<file path="config.mk">
export PLATFORM = sky130hd
export DESIGN_NAME = centroid_unload_tx
export DESIGN_NICKNAME = d
export VERILOG_FILES = /design/src/rtl/centroid_unload_tx.sv
export SDC_FILE = /design/constraint.sdc
export NUM_CORES = 2
export LEC_CHECK = 0
export CAP_MARGIN = 30
export CORE_AREA = 2 2 322 324
export DETAILED_ROUTE_END_ITERATION = 16
export DIE_AREA = 0 0 324 326
export PLACE_DENSITY = 0.62
export SYNTH_ARGS = -nofsm -noshare
export SYNTH_HDL_FRONTEND = slang
export SYNTH_SLANG_ARGS = --single-unit
</file>
<file path="constraint.sdc">
create_clock -name clk -period 6 [get_ports clk]
set_input_delay 1.2 -clock clk [delete_from_list [all_inputs] [get_ports clk]]
set_output_delay 1.2 -clock clk [all_outputs]
set_load 0.005 [all_outputs]
</file>
<file path="src/rtl/centroid_unload_tx.sv">
// Centroid unload: snapshots all centroid registers on start and serialises the
// first K words to the core over a valid/ready handshake, index 0 first.
// Ports:
//   clk, rst                 clock and synchronous active-high reset
//   start, num_centroids     unload request and requested word count K
//   centroid_in_1..8         live centroid register values
//   centroid_output_to_core  word presented to the core (with out_index/out_last)
//   out_valid, out_ready     outbound handshake
//   busy, done               unload in progress / one-cycle completion pulse
module centroid_unload_tx #(
    parameter int dataWidth    = 91,
    parameter int centroid_num = 8
) (
    input  logic                 clk,
    input  logic                 rst,
    input  logic                 start,
    input  logic [3:0]           num_centroids,
    input  logic [dataWidth-1:0] centroid_in_1,
    input  logic [dataWidth-1:0] centroid_in_2,
    input  logic [dataWidth-1:0] centroid_in_3,
    input  logic [dataWidth-1:0] centroid_in_4,
    input  logic [dataWidth-1:0] centroid_in_5,
    input  logic [dataWidth-1:0] centroid_in_6,
    input  logic [dataWidth-1:0] centroid_in_7,
    input  logic [dataWidth-1:0] centroid_in_8,
    output logic [dataWidth-1:0] centroid_output_to_core,
    output logic                 out_valid,
    input  logic                 out_ready,
    output logic [2:0]           out_index,
    output logic                 out_last,
    output logic                 busy,
    output logic                 done
);

    localparam logic [3:0] KMax = 4'(centroid_num);

    typedef enum logic [1:0] {
        IDLE = 2'd0,
        SEND = 2'd1,
        FIN  = 2'd2
    } state_t;

    state_t               state_q, state_d;
    logic [2:0]           idx_q, idx_d;
    logic [3:0]           keff_q, keff_d;
    logic [dataWidth-1:0] shadow_q [8];
    logic [dataWidth-1:0] shadow_d [8];
    logic [dataWidth-1:0] live     [8];
    logic [3:0]           keff_new;
    logic                 is_last;

    always_comb begin
        live[0] = centroid_in_1;
        live[1] = centroid_in_2;
        live[2] = centroid_in_3;
        live[3] = centroid_in_4;
        live[4] = centroid_in_5;
        live[5] = centroid_in_6;
        live[6] = centroid_in_7;
        live[7] = centroid_in_8;
    end

    // Requests above the slot count are clamped; zero stays zero.
    assign keff_new = (num_centroids > KMax) ? KMax : num_centroids;
    assign is_last  = ({1'b0, idx_q} == (keff_q - 4'd1));

    always_comb begin
        state_d  = state_q;
        idx_d    = idx_q;
        keff_d   = keff_q;
        shadow_d = shadow_q;
        unique case (state_q)
            IDLE: begin
                if (start) begin
                    shadow_d = live;
                    keff_d   = keff_new;
                    idx_d    = 3'd0;
                    state_d  = (keff_new == 4'd0) ? FIN : SEND;
                end
            end
            SEND: begin
                if (out_ready) begin
                    if (is_last) begin
                        state_d = FIN;
                    end else begin
                        idx_d = idx_q + 3'd1;
                    end
                end
            end
            FIN: begin
                state_d = IDLE;
            end
            default: begin
                state_d = IDLE;
            end
        endcase
    end

    always_ff @(posedge clk) begin
        if (rst) begin
            state_q <= IDLE;
            idx_q   <= '0;
            keff_q  <= '0;
            for (int i = 0; i < 8; i++) begin
                shadow_q[i] <= '0;
            end
        end else begin
            state_q  <= state_d;
            idx_q    <= idx_d;
            keff_q   <= keff_d;
            shadow_q <= shadow_d;
        end
    end

    always_comb begin
        out_valid               = (state_q == SEND);
        busy                    = (state_q == SEND);
        done                    = (state_q == FIN);
        centroid_output_to_core = out_valid ? shadow_q[idx_q] : '0;
        out_index               = out_valid ? idx_q : 3'd0;
        out_last                = out_valid && is_last;
    end

endmodule
</file>
### Word-level counts from Yosys, hierarchy flattened

Cells that the tools add are included.

* flip-flop bits (word level): 737
* input bits: 736

* bitwise logic cells: 1
* mux-type cells: 15
* magnitude comparators: 2
* add/sub/neg operators: 2
* equality and inequality tests: 7
* reductions and logical operators: 7

Operators by type and width (count)
* binary-select mux 91 bit (select 3 bit): 1
* two-way mux 91 bit: 3
* two-way mux 3 bit: 4
* two-way mux 2 bit: 4
* != test 2 bit (second input constant): 3
* case mux 3 bit (2 select lines): 1
* equality test 3 x 4 -> 1 bit: 1
* >= comparator 4 bit (second input constant): 1
* > comparator 4 bit (second input constant): 1
* logical NOT 4 bit: 1
* two-way mux 4 bit: 1
* inverter 3 -> 4 bit: 1
* case mux 2 bit (2 select lines): 1
* AND reduction 4 bit: 1
* subtractor 4 x 1 -> 4 bit (second input constant): 1
* adder 3 x 1 -> 3 bit (second input constant): 1
* AND reduction 3 bit: 1
* equality test 2 x 1 -> 1 bit (second input constant): 1
* equality test 2 bit (second input constant): 1
* logical NOT 2 bit: 1
* != test 2 x 1 -> 1 bit (second input constant): 1
* AND reduction 2 bit: 1
* nonzero test 2 bit: 1
* logical AND 1 bit: 1

### Longest topological paths before layout

* depth after elaboration: 6
* depth in mapped cells: 8
* mapped depth without buffers: 6

### Worst setup path after synthesis

OpenSTA, ideal clock, no wires.

* kind: flip-flop to output port
* start point: register idx_q[0]
* end point: output centroid_output_to_core[26]
* arrival time: 1635 ps
* slack: 3165 ps
* cell stages (with the launch flop): 7
* path buffers: 3
* cells stage by stage: dfxtp_1 buf_6 buf_2 buf_4 mux4_2 mux2i_1 nor2_1

* longest elaborated chain between the ends: 5

RTL lines
* start, declared: RTL line 44 `logic [2:0] idx_q, idx_d;`
* start signal, assigned: RTL line 109 `idx_q <= idx_d;`
* inverter 3 -> 4 bit (not written as such): RTL line 119 `centroid_output_to_core = out_valid ? shadow_q[idx_q] : '0;`
* binary-select mux 91 bit (select 3 bit): RTL line 119
* two-way mux 91 bit (not written as such) (2 in a row): RTL line 119
* two-way mux 91 bit: RTL line 119
* end, declared: RTL line 26 `output logic [dataWidth-1:0] centroid_output_to_core,`

No other way between the ends. The select of a mux whose other input is x is not followed.

### Worst setup path after layout

* start point: register idx_q[0]
* end point: output centroid_output_to_core[84]

Same word-level chain as after synthesis.

==> flow_summary.toml <==
[setup_path]
crit_buf_inv = 3
slowest_stage = "dfxtp_4"
cpPeakStageDelay_ns = 0.67
worstPathRequired_ns = 4.80
cp.arrival_ns = 3.29
critPathTopFamily = "buffers and inverters"
critPathLaunchType = "flop"
worstSetupEndpointType = "output port"
path_cells = "buf_12, buf_4, mux4_2, mux2i_1, nor2_1, clkdlybuf4s50_1"
critical_path_class = "reg -> out"
crit_fanout = 23

[power_and_ir_drop]
p_leak_nw = 15.3
p_per_area_nw_per_um2 = 337
ir_drop_mv = 0.208

[global_routing]
antenna_found_initial = 55
grt_usage_pct = 19.8
gr-total-overflow = 0
grt_pass1_vias = 27000
grt_pass1_wl_um = 161000
grt_max_degree = 190

[clocking]
tritoncts = "done"
cts_buffer_depth = 3
clk_latency_ns = 0.64
cts_sinks = 737
cts_resized = 0
root_buffer = "clkbuf_16"
post_cts_buffers = 0
clk_pin_slew_ns = 0.06
cts_buffers = 84
ctsHoldBuffers = 0
htree_levels = 3

[route]
drt-total-wl_um = 109000
vias_per_cell = 4.84
dr.pass1.iters = 5
ant_nets = 0
wl_per_cell_um = 18.8
route.detailed.drc = 0
drtIter0Drc = 1935
num_vias = 28100

[floorplanning]
core_area_um2 = 103000
initial_core_util_pct = 30.2
die_area_um2 = 106000
rows = 118
fp.dieW_um = 324
ios = 834
die_y_um = 326

[synth]
synth.distinct_cells = 38
avgSynthCellArea_um2 = 8.49
synth_top_area_cell = "dfxtp_1"
synth_area_leaders = "dfxtp_1, nand2_1, mux4_2"
synth_edf_count = 0
yosys.area.top_type_share_pct = 47.6
syn_inst = 3646
yosys_register_bits = 737
synth_area_um2 = 31000
yosys.cell_count.top_type = "nand2_1"
yosysSeqAreaShare_pct = 47.6
synth_ff_type = "dfxtp_1"
async_reset_ff_share_pct = 0
synthTopCellsByCount = "nand2_1, dfxtp_1, a21oi_1"
syn-num-nets = 4384
yosys_warnings = 0

[place]
place_congestion = 0.870
portBuffers = 833
dp_hpwl_um = 77700
placed_area_um2 = 40300
post-place-ws_ns = 2.09

[final_layout]
fillers = 10200
syn_to_final_growth_pct = 40.3
fin_area_um2 = 43400
fin_util_pct = 42.3
nNetsFinal = 5053
drive_gt1_share_pct = 8.95

[sta]
fin_crit_sh_pct = 74.8
maxSlewViolCount = 0
rsz0062_at_grt = "no"
tns_ns = 0
finalHoldViolations = 0
max_freq_mhz = 223
worst_slack_ns = 1.51
fin_crit_ns = 4.49
max_slew_margin_pct = 28.8
finalClockSkew_ns = 0.0118
worst_slew_pin_slew_ns = 1.07
setup_viol = 0

[flow_run]
cap_violations = 0

[hold_path]
min_path_type = "reg -> reg"

[status]
status = "complete, no violations"
-- worst register-to-register path, delay by kind of cell, from the launching register on --
| kind | cells | cell delay [ns] |
|---|---|---|
| DFF | 1 | 0.91 |
| AOI/OAI and AO/OA | 3 | 0.79 |
| xor gates and xnor gates | 1 | 0.57 |
-- power breakdown --
part | switching [mW] | internal (mW)
combinational | 1.75 | 1.44
clock | 2.12 | 3.45
sequential | 0.371 | 5.51
-- per-stage QoR --
stage	hold WS (ns)	power [mW]	cells
2_1_floorplan	0.433	7.84	3646
6_report	0.450	14.6	5797
4_1_cts	0.452	14.8	5761
3_3_place_gp	0.438	9.11	5608
5_1_grt	0.465	15.3	5795
3_5_place_dp	0.444	9.17	5609
-- placed cells by master (no fill, tap or decap), types with 2 or more instances in the layout --
cell / count
bufinv_16: 13
inv_6: 4
mux4_2: 182
dfxtp_1: 734
dfxtp_4: 3
ha_1: 2
and2_1: 3
nand2_1: 1463
clkdlybuf4s50_1: 832
nor2_1: 93
diode_2: 36
buf_4: 41
mux2i_1: 91
inv_1: 5
nand3b_1: 3
clkbuf_16: 88
clkbuf_1: 12
a21oi_1: 733
xor2_1: 3
clkinv_2: 16
clkbuf_8: 17
buf_12: 18
-- final timing paths --
kind,depth (start not counted),slack (ns),from,endpoint
hold reg to reg,2,0.45,shadow_q[97],shadow_q[97]
hold / removal,2,0.45,shadow_q[97],shadow_q[97]
setup / recovery,6,1.51,idx_q[0],centroid_output_to_core[84]
setup reg to reg,4,3.62,idx_q[2],idx_q[2]
-- cell type report --
type	count	area [um^2]	share of cell area (%)
Inverter	5	18.8	0.0432
Antenna cell	36	90.1	0.207
Tap cell	1380	1730	3.97
Sequential cell	737	14800	34.0
Timing Repair Buffer	892	9010	20.7
Clock inverter	35	522	1.20
Multi-Input combinational cell	2595	14800	34.1
Clock buffer	117	2480	5.71
-- kinds of logic after synthesis --
family          Yosys count  share of synthesized area (%)
fa+ha+maj                 2                         0.0808
compound gates          744                           12.2
simple gates           1571                           19.2
xor+xnor                  4                          0.162
flops                   737                           47.6
buf+inv                 314                           4.54
mux                     274                           16.2
-- metal layers --
layer / global-route usage (%) / wire, um
met1: 24.6 / 44900
met2: 32.6 / 53100
met3: 4.65 / 7570
met4: 8.62 / 3410
met5: 0 / 230
-- sequential cells by signal (all words and copies together), names as in the netlist --
register  count
idx_q         3
keff_q        4
shadow_q    728
state_q       2
Note: power is estimated with default switching activity, not from simulation.
==> RTL edit: new RTL, same settings <==
`dataWidth`: 91 -> 99.
--- a/src/rtl/centroid_unload_tx.sv
+++ b/src/rtl/centroid_unload_tx.sv
@@ -8,7 +8,7 @@
 //   out_valid, out_ready     outbound handshake
 //   busy, done               unload in progress / one-cycle completion pulse
 module centroid_unload_tx #(
-    parameter int dataWidth    = 91,
+    parameter int dataWidth    = 99,
     parameter int centroid_num = 8
 ) (
     input  logic                 clk,
Interface: changed (9 resized); port bits go from 834 to 906. No check against the original RTL was run, so the function may have changed too.
==> RTL edit against the original RTL <==
- sequential power increased by 3%
- worst hold slack about the same
- cell area increased by 8.0%
- wire length increased by 12%
- power decreased by 3.1%
- cell count increased by 6.4%
- count of clock-buffer cells in the layout increased by 4
- clock skew increased by 0.0094 ns
- sequential cell count increased by 64
- worst setup slack got worse by 0.031 ns
- area after synthesis increased by 8.3%
- critical path type unchanged
- critical endpoint is now centroid_output_to_core[95]
- highest routed layer unchanged
==> RTL edit: results <==
{
  "portBuffers": 905,
  "wl_met3_um": 9110,
  "crit_family": "buffers and inverters",
  "htree_levels": 3,
  "setup_viol": 0,
  "ys_seq_area_share_pct": 47.83,
  "grt_use_total_pct": 22.18,
  "cp_data_arrival_time_ns": 3.32,
  "first_global_vias": 29940,
  "drtIter0Drc": 2397,
  "seq_power_uw": 6050,
  "peakVddDrop_mv": 0.2185,
  "grt_pass1_wl_um": 179800,
  "grtUsageMet2_pct": 36.66,
  "switchingPower_uw": 3799,
  "met1_length_um": 49910,
  "top_regs": "shadow_q (792), keff_q (4), idx_q (3)",
  "power.leakage_uw": 0.01659,
  "antenna_found_initial": 47,
  "cts_buffers": 89,
  "status": "finished, final reports clean",
  "viasPerCell": 4.937,
  "cts_setup_buffers": 0,
  "min_path_type": "register to register",
  "seqPwrFrac_pct": 42.6,
  "gp_congestion": 0.9027,
  "worst_slew_pin_slew_ns": 1.105,
  "ctsHoldBuffers": 0,
  "finClkSkew_ns": 0.02128,
  "grt_max_degree": 188,
  "regToRegSetupSlack_ns": 3.44,
  "crit_slowest_cell": "dfxtp_4",
  "critPathMaxStageDelay_ns": 0.87,
  "yosysUniqueCellTypes": 32,
  "wl_met2_um": 58950,
  "grt_use_met1_pct": 27.44,
  "hpwl_um": 86290,
  "final_nets": 5489,
  "async_flop_share_pct": 0,
  "pg_clk_uw": 5760,
  "use_met3_pct": 5.676,
  "drive_gt1_share_pct": 8.932,
  "synth_nets": 4764,
  "path_max_fanout": 37,
  "post_drt_wl_per_cell_um": 19.83,
  "synth_area_leaders": "dfxtp_1, nand2_1, mux4_2, a21oi_1, mux2i_1",
  "yosys-top-cells-count": "nand2_1, dfxtp_1, a21oi_1"
}
-- RTL edit: stage by stage --
step	setup WS [ns]	instances	instance area (um2)	hold slack (ns)
after CTS	1.373	6138	46840	0.4513
after floorplan	3.091	3962	33530	0.4331
after global routing	1.335	6168	46910	0.4640
after detailed placement	2.099	5976	43760	0.4431
after global placement	1.948	5974	43700	0.4387
final	1.480	6170	46920	0.4500
-- RTL edit: cells by family (layout without fill, tap and decap cells) --
| logic type | count (synthesis) | count (layout) | synth area share (%) |
|---|---|---|---|
| and+or+nand+nor | 1716 | 1716 | 19.45 |
| AOI/OAI and AO/OA | 804 | 804 | 12.11 |
| DFF | 801 | 801 | 47.83 |
| buffers and inverters | 338 | 1134 | 4.161 |
| muxes | 298 | 298 | 16.29 |
| xor gates and xnor gates | 3 | 3 | 0.07839 |
| adders and majority gates | 2 | 2 | 0.07463 |
| other | 0 | 32 | 0 |
-- RTL edit: cell type report --
cell class	instances	area [um2]
Fill cell	10030	55690
Multi-Input combinational cell	2823	16110
Sequential cell	801	16050
Timing Repair Buffer	969	9859
Clock buffer	121	2592
Tap cell	1380	1727
Clock inverter	41	486.7
Antenna cell	32	80.08
Inverter	3	11.26
-- RTL edit: worst paths after layout --
| kind | startpoint | end | depth (start not counted) |
|---|---|---|---|
| worst min-delay path | shadow_q[531]$_SDFFE_PP0P_ | shadow_q[531]$_SDFFE_PP0P_ | 2 |
| worst max-delay path | idx_q[1]$_SDFFE_PP0P_ | centroid_output_to_core[95] | 5 |
| worst max register to register | state_q[1]$_SDFFE_PP0P_ | idx_q[2]$_SDFFE_PP0P_ | 6 |
| worst min register to register | shadow_q[531]$_SDFFE_PP0P_ | shadow_q[531]$_SDFFE_PP0P_ | 2 |
